==> src/rtl/pcie_mem_req_segmenter.sv <==
// Splits one host memory read/write request into a stream of 4-DW PCIe
// memory request TLP headers, one per cycle under valid/ready. Segments are
// capped at MPS (writes) or MRRS (reads) and never cross a 4 KB boundary.
module pcie_mem_req_segmenter #(
    parameter int unsigned MAX_PAYLOAD_SIZE  = 128,
    parameter int unsigned MAX_READ_REQ_SIZE = 512,
    parameter int unsigned LEN_WIDTH         = 13,
    parameter int unsigned TAG_WIDTH         = 8
) (
    input  logic                 clk,
    input  logic                 rst,
    input  logic                 req_valid_i,
    output logic                 req_ready_o,
    input  logic                 req_is_read_i,
    input  logic [63:0]          req_addr_i,
    input  logic [LEN_WIDTH-1:0] req_len_i,
    input  logic [15:0]          req_id_i,
    input  logic [TAG_WIDTH-1:0] req_tag_i,
    output logic                 hdr_valid_o,
    input  logic                 hdr_ready_i,
    output logic [127:0]         hdr_o,
    output logic [12:0]          seg_bytes_o,
    output logic [LEN_WIDTH-1:0] seg_offset_o,
    output logic                 seg_last_o,
    output logic                 done_o,
    output logic                 err_o
);

    typedef enum logic [0:0] {StIdle, StEmit} state_e;

    state_e               state_q, state_d;
    logic [63:0]          addr_q, addr_d;
    logic [12:0]          rem_q, rem_d;
    logic [LEN_WIDTH-1:0] offset_q, offset_d;
    logic [TAG_WIDTH-1:0] tag_q, tag_d;
    logic                 is_read_q, is_read_d;
    logic [15:0]          rid_q, rid_d;
    logic                 done_q, done_d;
    logic                 err_q, err_d;

    logic [12:0]  seg_max;
    logic [12:0]  room;
    logic [12:0]  seg_bytes;
    logic         seg_last;
    logic [11:0]  dw_cnt;
    logic [1:0]   end_idx;
    logic [3:0]   end_mask;
    logic [3:0]   first_be;
    logic [3:0]   last_be;
    logic [9:0]   tag10;
    logic [127:0] hdr;
    logic [31:0]  req_len_32;
    logic         len_bad;

    // Current segment geometry and header, derived from the held request state
    always_comb begin
        seg_max   = is_read_q ? 13'(MAX_READ_REQ_SIZE) : 13'(MAX_PAYLOAD_SIZE);
        // Bytes left before the next M-aligned address; M divides 4096
        room      = seg_max - (addr_q[12:0] & (seg_max - 13'd1));
        seg_bytes = (rem_q < room) ? rem_q : room;
        seg_last  = (rem_q == seg_bytes);
        dw_cnt    = 12'((14'(addr_q[1:0]) + 14'(seg_bytes) + 14'd3) >> 2);
        end_idx   = addr_q[1:0] + seg_bytes[1:0] - 2'd1;
        end_mask  = 4'b1111 >> (2'd3 - end_idx);
        first_be  = 4'b1111 << addr_q[1:0];
        if (dw_cnt == 12'd1) begin
            first_be = first_be & end_mask;
            last_be  = 4'b0000;
        end else begin
            last_be  = end_mask;
        end
        tag10 = '0;
        tag10[TAG_WIDTH-1:0] = tag_q;

        hdr          = '0;
        hdr[7:5]     = is_read_q ? 3'b001 : 3'b011;
        hdr[11]      = tag10[8];
        hdr[15]      = tag10[9];
        // 1024 DW wraps to 0 in the 10-bit length field
        hdr[17:16]   = dw_cnt[9:8];
        hdr[31:24]   = dw_cnt[7:0];
        hdr[39:32]   = rid_q[15:8];
        hdr[47:40]   = rid_q[7:0];
        hdr[55:48]   = tag10[7:0];
        hdr[59:56]   = first_be;
        hdr[63:60]   = last_be;
        hdr[95:64]   = {addr_q[39:32], addr_q[47:40], addr_q[55:48], addr_q[63:56]};
        hdr[119:96]  = {addr_q[15:8], addr_q[23:16], addr_q[31:24]};
        hdr[127:122] = addr_q[7:2];
    end

    // Request legality check on the incoming length
    always_comb begin
        req_len_32 = 32'(req_len_i);
        len_bad    = (req_len_32 == 32'd0) || (req_len_32 > 32'd4096);
    end

    // Next-state: accept request in idle, advance one segment per header handshake
    always_comb begin
        state_d   = state_q;
        addr_d    = addr_q;
        rem_d     = rem_q;
        offset_d  = offset_q;
        tag_d     = tag_q;
        is_read_d = is_read_q;
        rid_d     = rid_q;
        done_d    = 1'b0;
        err_d     = 1'b0;
        case (state_q)
            StIdle: begin
                if (req_valid_i) begin
                    if (len_bad) begin
                        err_d = 1'b1;
                    end else begin
                        addr_d    = req_addr_i;
                        rem_d     = req_len_32[12:0];
                        offset_d  = '0;
                        tag_d     = req_tag_i;
                        is_read_d = req_is_read_i;
                        rid_d     = req_id_i;
                        state_d   = StEmit;
                    end
                end
            end
            StEmit: begin
                if (hdr_ready_i) begin
                    addr_d   = addr_q + 64'(seg_bytes);
                    rem_d    = rem_q - seg_bytes;
                    offset_d = offset_q + LEN_WIDTH'(seg_bytes);
                    tag_d    = tag_q + 1'b1;
                    if (seg_last) begin
                        done_d  = 1'b1;
                        state_d = StIdle;
                    end
                end
            end
            default: state_d = StIdle;
        endcase
    end

    // State register with synchronous reset
    always_ff @(posedge clk) begin
        if (rst) begin
            state_q   <= StIdle;
            addr_q    <= '0;
            rem_q     <= '0;
            offset_q  <= '0;
            tag_q     <= '0;
            is_read_q <= 1'b0;
            rid_q     <= '0;
            done_q    <= 1'b0;
            err_q     <= 1'b0;
        end else begin
            state_q   <= state_d;
            addr_q    <= addr_d;
            rem_q     <= rem_d;
            offset_q  <= offset_d;
            tag_q     <= tag_d;
            is_read_q <= is_read_d;
            rid_q     <= rid_d;
            done_q    <= done_d;
            err_q     <= err_d;
        end
    end

    // Outputs come from held state only; segment fields read zero while idle
    always_comb begin
        req_ready_o  = (state_q == StIdle);
        hdr_valid_o  = (state_q == StEmit);
        hdr_o        = hdr_valid_o ? hdr : '0;
        seg_bytes_o  = hdr_valid_o ? seg_bytes : '0;
        seg_offset_o = hdr_valid_o ? offset_q : '0;
        seg_last_o   = hdr_valid_o & seg_last;
        done_o       = done_q;
        err_o        = err_q;
    end

endmodule

==> config.mk <==
export PLATFORM = sky130hd
export DESIGN_NAME = pcie_mem_req_segmenter
export DESIGN_NICKNAME = d
export VERILOG_FILES = /design/src/rtl/pcie_mem_req_segmenter.sv
export SDC_FILE = /design/constraint.sdc
export NUM_CORES = 1
export LEC_CHECK = 0
export ABC_AREA = 0
export CAP_MARGIN = 40
export CORE_UTILIZATION = 35
export DETAILED_ROUTE_END_ITERATION = 8
export GPL_TIMING_DRIVEN = 0
export PLACE_DENSITY = 0.59
export SLEW_MARGIN = 15
export SYNTH_ARGS = -nofsm -noshare
export SYNTH_HDL_FRONTEND = slang
export SYNTH_SLANG_ARGS = --single-unit
==> constraint.sdc <==
create_clock -name clk -period 7.3 [get_ports clk]
set_clock_uncertainty 0.05 [all_clocks]
set_input_delay 1.095 -clock clk [delete_from_list [all_inputs] [get_ports clk]]
set_output_delay 1.095 -clock clk [all_outputs]
set_load 0.005 [all_outputs]
==> impl_metrics.env <==
export IMPL_outcome="finished clean"
export IMPL_port_buffers=241
export IMPL_hold_class="register to register"
export IMPL_synthSimpleGateAreaFrac_pct=31.0
export IMPL_cts_tree="built"
export IMPL_antenna_left=0
export IMPL_cts_max_path_buffers=2
export IMPL_syn_inst=1370
export IMPL_finalPower_mw=2.66
export IMPL_yosysWarningCount=0
export IMPL_critPathCaptureType="primary output"
export IMPL_grt_max_degree=17
export IMPL_path_max_fanout=9
export IMPL_setup_tns_ps=0
export IMPL_vias_per_cell=5.66
export IMPL_routedWlPerCell_um=22.2
export IMPL_synthAdderAreaFrac_pct=7.83
export IMPL_power_density_nw_per_um2=191
export IMPL_synth_area_leader_cell="dfxtp_1"
export IMPL_yosysUniqueCellTypes=78
export IMPL_clk_pin_slew_ps=70
export IMPL_synth_top_family_by_area="simple AND/OR/NAND/NOR gates"
export IMPL_die_height_um=169
export IMPL_placed_cell_area_um2=12900
export IMPL_power_leakage_nw=5.44
export IMPL_hold_violations=0
export IMPL_startpoint_type="register"
export IMPL_seq_area_frac_synth_pct=24.1
export IMPL_setup_viol=0
export IMPL_syn_mean_instance_area_um2=7.16
export IMPL_routed_wirelength_um=45800
export IMPL_cp_required_ps=6150
export IMPL_timing_fmax_ghz=0.141
export IMPL_cts_root_buf="clkbuf_16"
export IMPL_clk_latency_ps=450
export IMPL_layout_commonest_cell="clkdlybuf4s50_1"
export IMPL_die_width_um=169
export IMPL_relSlewSlack_pct=41.7
export IMPL_grt_total_usage_pct=31.3
export IMPL_final_layout_size_suffix_gt1_share_pct=8.66
export IMPL_period_share_pct=96.9
export IMPL_synth_xor_area_share_pct=3.30
export IMPL_grt_pass1_wl_um=67100
export IMPL_grt_pass1_vias=11000
export IMPL_layout_min_cycle_time_ps=7080
export IMPL_gp_congestion=0.973
export IMPL_tightestPinTransition_ps=851
export IMPL_initial_core_util_pct=36.0
export IMPL_timing_max_cap_violations=0
export IMPL_ys_async_sr_fraction_pct=0
export IMPL_diodes=0
export IMPL_area_growth_pct=41.9
export IMPL_synth_seq_cells=118
export IMPL_nets=1849
export IMPL_core_area_um2=27300
export IMPL_synthTopCellsByArea="dfxtp_1, ha_1, and2_1"
export IMPL_overflow=0
export IMPL_arrival_ps=5930
export IMPL_rows=60
export IMPL_synth_edff_count=0
export IMPL_cts_made_buffers=17
export IMPL_synthesis_area_um2=9810
export IMPL_clock_sinks=118
export IMPL_synth_mux_area_fraction_pct=2.96
export IMPL_die_area_um2=28700
export IMPL_antenna_found_initial=1
export IMPL_synth_ff_type="dfxtp_1"
export IMPL_place_hpwl_um=34800
export IMPL_postCtsHoldBufs=0
export IMPL_first_iter_violations=1240
export IMPL_synth_compound_area_share_pct=23.2
export IMPL_fin_area_um2=13900
export IMPL_final_max_slew_viol_count=0
export IMPL_cts_htree_levels=4
export IMPL_peakVddDrop_v=0.000131
export IMPL_ios=265
export IMPL_yosysTopAreaCellShare_pct=24.1
export IMPL_path_class="register to primary output"
export IMPL_firstDrtPassIters=5
export IMPL_vias=11700
export IMPL_final_cell_mix="clkdlybuf4s50_1, nand2_1, nor2_1, dfxtp_1, a21oi_1"
export IMPL_drcViolationCount=0
==> area by class of cell <==
type | instances | area, um2
Sequential cell | 118 | 2370
Clock buffer | 18 | 429
Tap cell | 372 | 465
Timing Repair Buffer | 274 | 2740
Clock inverter | 14 | 188
Fill cell | 2753 | 13300
Inverter | 60 | 233
Multi-Input combinational cell | 1105 | 6980
Buffer | 108 | 528
==> sequential cells by signal, summed over array words and instances, names as in the netlist <==
name         count
rem_q           13
err_o            1
offset_q        13
hdr_valid_o      1
addr_q          64
rid_q           16
is_read_q        1
tag_q            8
done_o           1
==> kinds of logic (layout without fill, tap and decap cells) <==
kind of cell	after synthesis	after routing
XOR/XNOR	37	37
AO/OA/AOI/OAI	356	356
adder cells (fa/ha/maj)	59	59
multiplexers	29	29
flip-flops	118	118
AND/OR/NAND/NOR	599	599
other	2	25
buffers and inverters	170	474
==> metal layers <==
layer  track usage [%]  up-vias  part of all wire, %
met5                 0        -                0.026
met2              49.4      674                   44
met4              13.2        2                  3.7
met1              41.7     5474                   43
li1                  -     5455                    -
met3              5.83      110                  9.4
==> power breakdown <==
group / internal, mW / switching [mW] / total, mW
clock: 0.547 / 0.382 / 0.929
sequential: 0.688 / 0.0616 / 0.750
combinational: 0.413 / 0.572 / 0.985
==> worst max-delay path, stage by stage (launching register included) <==
cell and delay (ps):
dfxtp_1 310, buf_4 170, nor4_4 290, nand3_1 140, xor2_1 160, and2_4 170, inv_1 50, ha_1 310
a21oi_2 140, o21a_1 210, o21ai_4 100, a21oi_4 190, buf_8 160, nor2_2 50, a21oi_4 170, ha_4 230
inv_1 50, ha_2 190, inv_1 60, fa_2 400, or3_4 430, a211oi_4 170, a41oi_2 90, a211o_1 360
nand2_2 100, nand4_1 120, and3_1 220, clkdlybuf4s50_1 430
==> cells in the mapped netlist (all sizes together) (4+ instances only) <==
library cell,count
mux2i,29
o22ai,8
nor4,21
clkbuf,69
a311oi,7
or3,6
o21ai,67
inv,59
o211ai,5
nand4,19
a21o,15
or2,4
dfxtp,118
a221oi,8
o32ai,5
nand3b,4
nor3,35
nand2,143
fa,4
a31oi,18
buf,41
xor2,11
nor3b,6
and2,100
nand3,43
o21a,10
nor2b,20
and3,35
a211oi,37
nor2,138
a21oi,119
ha,55
o31a,5
nand2b,9
a22oi,10
a31o,5
o31ai,11
and4,8
xnor2,26
==> worst paths after layout <==
| path | startpoint | slack [ps] | cells past startpoint | to |
|---|---|---|---|---|
| setup / recovery | addr_q[2] | 220 | 27 | hdr_o[63] |
| hold / removal | rid_q[3] | 400 | 2 | rid_q[3] |
| setup reg to reg | addr_q[2] | 660 | 23 | addr_q[32] |
| hold reg to reg | rid_q[3] | 400 | 2 | rid_q[3] |
==> stage by stage <==
step           utilization [%]  hold WS (ps)  setup WS, ps  std cells
2_1_floorplan                -           382           580       1393
5_1_grt                   51.1           414         -67.3       2069
4_1_cts                   50.3           402          6.26       2055
3_3_place_gp              46.9           387         -1340       2006
6_report                  51.1           400           225       2069
3_5_place_dp              47.4           392         -1300       2018
==> repair_timing <==
| action | in CTS | in global routing |
|---|---|---|
| cloned | 0 | 1 |
| setup endpoints to repair | 17 | 8 |
| pin swaps | 7 | 11 |
| setup buffers | 6 | 13 |
| gates resized for setup | 35 | 20 |
Note: power is estimated with default switching activity, not from simulation.
